### src/rtl/adder_accumulator_pkg.sv
// Shared definitions for the burst accumulator: FSM encodings and datapath width.
package adder_accumulator_pkg;

    localparam int WIDTH = 4;

    typedef enum logic [1:0] {
        IDLE  = 2'b00,
        ACCUM = 2'b01,
        DONE  = 2'b10
    } state_e;

endpackage

### src/rtl/fourBitFullAdder.sv
// Combinational 4-bit adder with carry-in; the datapath reused by the accumulator.
module fourBitFullAdder (
    input  logic [3:0] a,
    input  logic [3:0] b,
    input  logic       cin,
    output logic [3:0] sum,
    output logic       cout
);

    assign {cout, sum} = {1'b0, a} + {1'b0, b} + {4'b0000, cin};

endmodule

### src/rtl/adder_accumulator.sv
// Multi-operand burst summing unit: accepts 4-bit operands over valid/ready,
// accumulates them through one fourBitFullAdder, and presents the burst result.
//
//   state | meaning
//   IDLE  | empty, waiting for the first operand of a burst
//   ACCUM | burst in progress, accepting further operands
//   DONE  | result held on out_*, waiting for out_ready
module adder_accumulator
    import adder_accumulator_pkg::*;
#(
    parameter int MAX_OPS = 8
) (
    input  logic             clk,
    input  logic             rst_n,
    input  logic             in_valid,
    output logic             in_ready,
    input  logic [WIDTH-1:0] in_data,
    input  logic             in_last,
    input  logic             use_carry,
    output logic             out_valid,
    input  logic             out_ready,
    output logic [WIDTH-1:0] out_sum,
    output logic             out_carry,
    output logic [WIDTH-1:0] out_count
);

    localparam logic [WIDTH-1:0] MAX_OPS_C = WIDTH'(MAX_OPS);

    state_e           state_q, state_d;
    logic [WIDTH-1:0] acc_q, acc_d;
    logic             carry_q, carry_d;
    logic             sticky_q, sticky_d;
    logic [WIDTH-1:0] count_q, count_d;

    logic [WIDTH-1:0] sum;
    logic             cout;
    logic             cin;
    logic             accept;
    logic [WIDTH-1:0] count_inc;

    assign cin       = use_carry & carry_q;
    assign in_ready  = (state_q == IDLE) || (state_q == ACCUM);
    assign out_valid = (state_q == DONE);
    assign accept    = in_valid & in_ready;
    assign count_inc = count_q + 1'b1;

    fourBitFullAdder u_adder (
        .a    (acc_q),
        .b    (in_data),
        .cin  (cin),
        .sum  (sum),
        .cout (cout)
    );

    always_ff @(posedge clk or negedge rst_n) begin
        if (!rst_n) begin
            state_q  <= IDLE;
            acc_q    <= '0;
            carry_q  <= 1'b0;
            sticky_q <= 1'b0;
            count_q  <= '0;
        end else begin
            state_q  <= state_d;
            acc_q    <= acc_d;
            carry_q  <= carry_d;
            sticky_q <= sticky_d;
            count_q  <= count_d;
        end
    end

    // IDLE and ACCUM share one update: in IDLE the registers are all zero,
    // so sticky|cout and count+1 reduce to the first-operand values.
    always_comb begin
        state_d  = state_q;
        acc_d    = acc_q;
        carry_d  = carry_q;
        sticky_d = sticky_q;
        count_d  = count_q;
        unique case (state_q)
            IDLE, ACCUM: begin
                if (accept) begin
                    acc_d    = sum;
                    carry_d  = cout;
                    sticky_d = sticky_q | cout;
                    count_d  = count_inc;
                    state_d  = (in_last || count_inc == MAX_OPS_C) ? DONE : ACCUM;
                end
            end
            DONE: begin
                if (out_ready) begin
                    state_d  = IDLE;
                    acc_d    = '0;
                    carry_d  = 1'b0;
                    sticky_d = 1'b0;
                    count_d  = '0;
                end
            end
            default: begin
                state_d  = IDLE;
                acc_d    = '0;
                carry_d  = 1'b0;
                sticky_d = 1'b0;
                count_d  = '0;
            end
        endcase
    end

    assign out_sum   = acc_q;
    assign out_carry = sticky_q;
    assign out_count = count_q;

endmodule

### config.mk
export PLATFORM = sky130hd
export DESIGN_NAME = adder_accumulator
export DESIGN_NICKNAME = d
export VERILOG_FILES = /design/src/rtl/adder_accumulator_pkg.sv /design/src/rtl/fourBitFullAdder.sv /design/src/rtl/adder_accumulator.sv
export SDC_FILE = /design/constraint.sdc
export NUM_CORES = 1
export LEC_CHECK = 0
export CAP_MARGIN = 20
export CELL_PAD_IN_SITES_DETAIL_PLACEMENT = 1
export CELL_PAD_IN_SITES_GLOBAL_PLACEMENT = 1
export CORE_UTILIZATION = 37
export DETAILED_ROUTE_END_ITERATION = 8
export GPL_ROUTABILITY_DRIVEN = 0
export PLACE_DENSITY = 0.8
export SLEW_MARGIN = 10
export SYNTH_ARGS = -nofsm -noshare
export SYNTH_HDL_FRONTEND = slang
export SYNTH_SLANG_ARGS = --single-unit
### constraint.sdc
create_clock -name clk -period 4 [get_ports clk]
set_clock_uncertainty 0.05 [all_clocks]
set_input_delay 0.8 -clock clk [delete_from_list [all_inputs] [get_ports clk]]
set_output_delay 0.8 -clock clk [all_outputs]
set_load 0.02 [all_outputs]
# Word level (Yosys, flattened, before mapping)
# Index checks and enable logic that the tools add are counted.
# word_totals
reg_bits	12
inputBits	10
output_inout_bits	11
wordCells	35
# op_classes
n_addsub	3
n_eq_ne	5
n_mux	14
bitwise	3
reduce_logical	5
# ops
operator	n
4-bit one-hot mux with 2 select lines	2
4-bit 2-to-1 mux	3
2-bit 2-to-1 mux	3
4-bit by 4-bit adder with 5-bit output	1
5-bit by 1-bit adder with 5-bit output	1
4-bit by 1-bit adder with 4-bit output (second input constant)	1
4-bit equality test (second input constant)	1
1-bit one-hot mux with 2 select lines	2
2-bit one-hot mux with 2 select lines	1
1-bit 2-to-1 mux	3
1-bit AND	2
2-bit by 1-bit equality test with 1-bit output (second input constant)	1
2-bit equality test (second input constant)	1
2-bit zero test	1
1-bit logical OR	2
2-bit by 1-bit != test with 1-bit output (second input constant)	1
2-bit != test (second input constant)	1
2-bit AND reduction	1
2-bit OR reduction	1
1-bit OR	1

# Logic depth before layout (Yosys ltp)
# Gate-level depths: netlist of run 1.
# depth
depth_word	6
mapped_depth	7
ltp_nobuf	7

# Cells and area by module
# A second synthesis of run 1 with hierarchy kept.
# unflattened
cells_unflattened	73
hier_area_um2	745.7
# by_module_without_submodules
mod	instances	cells_each	area_each_um2	seq_area_each_um2
adder_accumulator	1	57	601.8	300.3
fourBitFullAdder	1	16	143.9	0.0

# Worst setup path before layout of run 1
# No wires, ideal clock.
# synth_timing
path_kind	in2reg
startpoint	input port in_data[0]
endpoint	register acc_q[1] (netlist: out_sum[1])
setup_ns	0.119
t_arrival_ns	2.056
required_ns	3.831
setup_slack_ns	1.775
path_stages	6
path_buffers	0
path_cell_list	inv_1 -> fa_1 -> inv_1 -> fa_1 -> and3_1 -> a21o_2
# synth_via
elab_chain_cells	4
# synth_rtl
item	line	text
start: declaration	adder_accumulator.sv:17	input logic [WIDTH-1:0] in_data,
4-bit by 4-bit adder with 5-bit output	fourBitFullAdder.sv:10	assign {cout, sum} = {1'b0, a} + {1'b0, b} + {4'b0000, cin};
5-bit by 1-bit adder with 5-bit output	fourBitFullAdder.sv:10	
4-bit 2-to-1 mux	adder_accumulator.sv:81	if (accept) begin
4-bit one-hot mux with 2 select lines	adder_accumulator.sv:79	unique case (state_q)
end signal: assignment	adder_accumulator.sv:58	acc_q <= '0;
end signal: assignment	adder_accumulator.sv:64	acc_q <= acc_d;
end: declaration	adder_accumulator.sv:30	logic [WIDTH-1:0] acc_q, acc_d;
# Every way passes these cells. The select of a mux whose other input is x is not followed.
# A chain may end at the register's enable or synchronous reset.

# Worst setup path after layout of run 1
# layout_timing
startpoint	register state_q[1]
endpoint	output port out_valid
# layout_via
elab_chain_cells	1
# layout_rtl
item	line	text
start: declaration	adder_accumulator.sv:29	state_e state_q, state_d;
start signal: assignment	adder_accumulator.sv:63	state_q <= state_d;
2-bit equality test	adder_accumulator.sv:43	assign out_valid = (state_q == DONE);
end: declaration	adder_accumulator.sv:20	output logic out_valid,
# Every way passes these cells.

==> results by group, run 1 <==
Clock network
  • CTS Hold Bufs: 0
  • CTS tree: yes
  • Clk_lat worst skew: 0.28 ns
  • Clk slew on worst S/H paths: 0.09 ns
  • # resized after CTS: 0
  • Clk buf depth: 2
  • Clock Tree Root: clkbuf_4
  • Num CTS Buffers: 3
  • Sink Count: 12
  • Number of H-tree levels: 1
  • Setup Fix Bufs, Post-CTS: 0

Setup path
  • Crit path max fanout: 11
  • Peak per-stage delay on the critical path: between 0.6 and 0.7 ns
  • CP Buf/Inv Count: 2
  • Crit-path cells: inv_1 > nor2_1 > clkdlybuf4s50_1
  • Critical path capture point type: output pin
  • R2r setup slk: 2.11 ns
  • Worst Path Class, Setup: reg -> out
  • Arrival @ worst endpoint: 1.78 ns
  • Startpoint Class: flop
  • Delay-heaviest family, CP: buffers and inverters
  • CP required: 3.15 ns
  • Slowest cell on the critical path: clkdlybuf4s50_1

Logic synthesis
  • Largest cells by area after synthesis: dfrtp_1 41%, ha_1 6.9%, fa_1 5.5%, a21o_2 4.8%, o21ai_0 4.1%
  • Seq cells post-synth: 12
  • Synth top area share: 0.413
  • Synth Warn #: 0
  • Post-synthesis cell area: 727 um^2
  • Yosys top cell by area: dfrtp_1
  • Syn Area/Cell: 10.2 um^2
  • Synthesized net count: 87
  • Unique masters post-synth: 31
  • Synthesized instance count: 71
  • Sequential share of the synthesized area: 0.413

STA
  • Final clock period utilization by the worst path: 0.657
  • Max Freq: 381 MHz
  • Tmin final: around 2.6 ns
  • Worst-Margin Slew: between 0.6 and 0.7 ns
  • Worst hold margin: 0.464 ns
  • Final setup violation count: 0
  • Final Hold Vio Count: 0
  • RSZ-0062 raised after global routing: false
  • Slew margin rel.: 0.589
  • Slew Viols, Final: 0
  • Setup TNS: 0 ns

Power and ir drop
  • Register share of total power: 0.338
  • PwrDens: 660 mW/mm^2
  • Lkg Pwr: 0.449 nW
  • Comb power frac: 0.506
  • Pint: 0.000397 W
  • Net Sw Power: 0.000249 W
  • Switch share: 0.385
  • Clock Power Share: 0.156
  • Maximum vdd drop: 0.000283 V

Place
  • DPL Wire Length: 1310 um
  • PortBufs: 20

Floorplanning
  • Core area: around 0.0018 mm^2
  • I/O pins: 21
  • Initial core utilization: 0.408
  • Die X-Extent: 46.3 um
  • Die ar.: 0.00215 mm^2
  • Die Ht: 46.3 um
  • Site Rows: 15

Cells and area
  • Commonest non-fill, non-tap cell in the layout: clkdlybuf4s50_1
  • Filler cells: 208
  • Ant. Diodes: 0
  • Layout cells sized above 1: 0.118
  • Nets: 110
  • Area Growth Syn to Fin: 34.6%
  • Commonest cells after routing, fill and taps aside: 20 x clkdlybuf4s50_1, 12 x dfrtp_1, 6 x o21ai_0

Drt
  • Drt drc: 0
  • Via Count: 624
  • DRT iter0 DRCs: 2
  • WL final: roughly 1700 um
  • Drt first pass iters: 4
  • Routed len/inst: 14.3 um
  • Routed Antenna Nets: 0
  • Via density: 5.29

Run
  • MaxCap Viol Count: 0

Global route
  • Initial antenna violation count: 0
  • GRT Total Usage: 0.193
  • Largest net degree at the start of global routing: 13
  • Vias in the first global route: 638
  • Grt ovf: 0
  • First-pass GRT wire length: 2840 um

Outcome
  • Status: complete, no violations

Min path
  • Worst min path class: reg -> reg
==> worst min-delay path: stages, from the launching register on <==
cell and delay, ns:
dfrtp_1 0.34, o21ai_0 0.07, o21ai_0 0.06
==> metal layers <==
| metal | part of all wire | global-route usage | wire length [um] |
|---|---|---|---|
| met3 | 0.033 | 0.0471 | 55 |
| met2 | 0.49 | 0.297 | 822 |
| met1 | 0.45 | 0.244 | 757 |
| met5 | 0 | 0 | 0 |
| met4 | 0.027 | 0.106 | 46 |
==> logic make-up after synthesis <==
kind of cell             after synthesis  share of synthesized area
AO/OA/AOI/OAI                         22                      0.219
buffers and inverters                  7                     0.0482
AND/OR/NAND/NOR                       23                      0.184
XOR/XNOR                               1                     0.0121
flip-flops                            12                      0.413
adder cells (fa/ha/maj)                6                      0.124
==> through the flow <==
stage	worst slack [ns]	power, W	cells	cell area [um^2]	utilization
6_report	1.37	0.000646	118	978	0.549
3_3_place_gp	1.29	0.000536	114	942	0.528
3_5_place_dp	1.23	0.000552	114	942	0.528
2_1_floorplan	1.78	0.000415	71	727	-
5_1_grt	1.28	0.000700	118	978	0.549
4_1_cts	1.37	0.000656	118	978	0.549
==> power groups by stage <==
stage / Clock (W) / Combinational, W / Sequential, W
4_1_cts: 0.000102 / 0.000334 / 0.000221
2_1_floorplan: 0 / 0.000157 / 0.000258
3_3_place_gp: 0 / 0.000317 / 0.000219
6_report: 0.000101 / 0.000327 / 0.000218
3_5_place_dp: 0 / 0.000331 / 0.000221
5_1_grt: 0.000109 / 0.000362 / 0.000229
==> cell type report <==
class	count	area (um^2)	share of cell area
inverters	5	18.8	0.0192
clock buffers	4	36.3	0.0371
well taps	25	31.3	0.0320
repair buffers	20	200	0.205
multi-input cells	52	392	0.400
flip-flops and latches	12	300	0.307
==> Yosys cell counts, drive strengths merged <==
cell     instances
dfrtp           12
a21o             6
o21ai            6
inv              5
nor2             5
ha               4
nand2            3
nand2b           3
nor3             3
a21oi            2
and3             2
buf              2
fa               2
o31ai            2
a21bo            1
a221o            1
and2b            1
and3b            1
nand3            1
nand3b           1
nor3b            1
nor4             1
o21a             1
o2bb2ai          1
o31a             1
o32ai            1
or2              1
xnor2            1
==> path summary, 6_finish.rpt <==
| check | depth (start not counted) | from | to |
|---|---|---|---|
| worst max-delay path | 3 | state_q[1] | out_valid |
| worst min-delay path | 2 | out_carry | out_carry |
| worst max register to register | 3 | state_q[1] | out_count[3] |
| worst min register to register | 2 | out_carry | out_carry |
| max in group asynchronous | 1 | rst_n | out_sum[2] |
| min in group asynchronous | 1 | rst_n | out_count[2] |
==> state kept, by name, indices dropped and copies added (netlist names) <==
name	flops
out_carry	1
state_q	2
out_count	4
carry_q	1
out_sum	4
Note: power is estimated with default switching activity, not from simulation.
==> run 2: changes to the inputs <==
CORE_UTILIZATION = 34   (was 37)
PLACE_DENSITY = 0.74   (was 0.8)
clock period = 2.6 ns   (was 4 ns; I/O delays follow)
==> run 2 against run 1 <==
Against the previous run:
- total power rose by 49%
- non-clock buffer count rose by 2
- clock power rose by 15%
- highest routed layer is now met3
- largest power group unchanged
- first-iteration DRC count rose to 2.5 times the previous value
- sequential power rose by 53%
- setup slack got worse by 0.96 ns
- final area rose by 0.38%
- die area rose by 8.4%
- sequential cell count did not move
- routed wire length rose by 5.3%
==> results by group, run 2 (synthesis results as in run 1) <==
Outcome
  • Status: complete, no violations

Cells and area
  • Commonest non-fill, non-tap cell in the layout: clkdlybuf4s50_1
  • Ant. Diodes: 0 (unchanged)
  • Sequential cell area: 300 um^2 (unchanged)
  • Multi-input gate area: 392 um^2 (unchanged)
  • Layout cells sized above 1: 0.128 (+0.00938)
  • Area Growth Syn to Fin: 35.1%
  • Commonest cells after routing, fill and taps aside: 20 x clkdlybuf4s50_1, 12 x dfrtp_1, 6 x o21ai_0
  • Filler cells: 223 (+7.2%)
  • Nets: 112 (+1.8%)

Setup path
  • CP endpoint: out_sum[1]
  • Arrival @ worst endpoint: 2.30 ns (+0.52 ns)
  • R2R Path Start: out_sum[0]
  • Stages on worst setup path: 7 (+4)
  • Slowest cell on the critical path: clkdlybuf4s50_1
  • Startpoint Class: input port
  • Worst Path Class, Setup: in -> reg
  • Peak per-stage delay on the critical path: 0.45 ns (-0.16 ns)
  • R2r setup slk: 0.74 ns (-1.37 ns)
  • Crit-path cells: clkdlybuf4s50_1 > inv_1 > fa_1 > inv_1 > fa_1 > and3_1 > a21o_2
  • Crit path max fanout: 2 (-9)
  • CP required: 2.71 ns (-0.44 ns)
  • Worst R2R End: out_sum[1]
  • CP Buf/Inv Count: 3 (+1)
  • Critical path capture point type: flop
  • Delay-heaviest family, CP: adder cells
  • R2R depth: 6 (+3)
  • Crit path from: in_data[0]

Clock network
  • Num CTS Buffers: 3 (unchanged)
  • CTS tree: yes
  • Setup Fix Bufs, Post-CTS: 0 (unchanged)
  • Clock Tree Root: clkbuf_4
  • Number of H-tree levels: 1 (unchanged)
  • # resized after CTS: 0 (unchanged)
  • Clk buf depth: 2 (unchanged)
  • Clk_lat worst skew: 0.26 ns (-0.02 ns)
  • Clk slew on worst S/H paths: 0.08 ns (about the same)
  • CTS Hold Bufs: 0 (unchanged)
  • Sink Count: 12 (unchanged)

Power and ir drop
  • Maximum vdd drop: 0.000457 V (+62%)
  • Lkg Pwr: 0.453 nW (+0.74%)
  • PwrDens: 980 mW/mm^2 (+48%)

Drt
  • Via Count: 632 (+1.3%)
  • Met2 Wirelength: 926 um (+13%)
  • Routed Antenna Nets: 0 (unchanged)
  • DRT iter0 DRCs: 5 (+3)
  • Routed len/inst: 14.6 um (+2.7%)
  • M1 WL: 792 um (+4.6%)
  • Drt drc: 0 (unchanged)
  • Drt first pass iters: 4 (unchanged)
  • WL final: 1770 um (+5.3%)
  • WL met3: 52 um (-5.5%)
  • Via density: 5.22 (-1.2%)
  • Top sig layer: met3

Run
  • MaxCap Viol Count: 0 (unchanged)

Global route
  • Vias in the first global route: 593 (-7.1%)
  • Initial antenna violation count: 0 (unchanged)
  • GRT Total Usage: 0.177 (-0.0163)
  • Grt ovf: 0 (unchanged)
  • Largest net degree at the start of global routing: 13 (unchanged)
  • First-pass GRT wire length: 2820 um (-0.71%)

Place
  • PortBufs: 20 (unchanged)
  • DPL Wire Length: 1370 um (+4.2%)

STA
  • Max Freq: 457 MHz
  • Slew margin rel.: 0.614 (+0.0246)
  • Final setup violation count: 0 (unchanged)
  • RSZ-0062 raised after global routing: false
  • Final Hold Vio Count: 0 (unchanged)
  • Worst-Margin Slew: 0.578 ns (-0.0374 ns)
  • Worst hold margin: 0.475 ns (+0.0114 ns)
  • Final clock period utilization by the worst path: 0.842
  • Setup TNS: 0 ns (unchanged)
  • Slew Viols, Final: 0 (unchanged)
  • Tmin final: 2.19 ns

Min path
  • Worst min path class: reg -> reg

Floorplanning
  • Die ar.: 0.00233 mm^2 (+8.4%)
  • Die Ht: 48.2 um (+4.1%)
  • Die X-Extent: 48.2 um (+4.1%)
  • I/O pins: 21 (unchanged)
  • Initial core utilization: 0.367 (-0.0409)
  • Core area: 0.00198 mm^2 (+11%)
  • Site Rows: 16 (+1)
[run 2: layer usage]
metal / vias up / GRT usage
met5: - / 0
met4: 0 / 0.0333
met3: 0 / 0.0222
met2: 12 / 0.317
met1: 318 / 0.227
li1: 302 / -
[run 2: power by group]
part,switching [W],internal [W]
combinational,0.000242,0.000271
clock,0.0000627,0.0000534
sequential,0.0000759,0.000258
[run 2: stage by stage]
stage,cell area [um^2],power (W),worst slack (ns),util,instances
finish,982,0.000962,0.410,0.496,121
global route,982,0.00104,0.339,0.496,121
detailed placement,960,0.000859,0.119,0.484,118
global placement,960,0.000830,0.159,0.484,118
floorplan,727,0.000638,0.655,-,71
CTS,982,0.000976,0.395,0.496,121
[run 2: area by class of cell]
| cell class | count | share of cell area |
|---|---|---|
| tap | 27 | 0.0344 |
| timing repair buffer | 22 | 0.219 |
| sequential | 12 | 0.306 |
| clock buffer | 3 | 0.0229 |
| multi-input combinational | 52 | 0.399 |
| inverter | 5 | 0.0191 |
[run 2: worst min-delay path by stage]
stage,from,endpoint,cells after the start
after floorplan,rst_n,carry_q,0
after global placement,out_sum[0],out_sum[0],1
after detailed placement,carry_q,carry_q,1
after CTS,carry_q,carry_q,1
after global routing,carry_q,carry_q,1
final,carry_q,carry_q,1
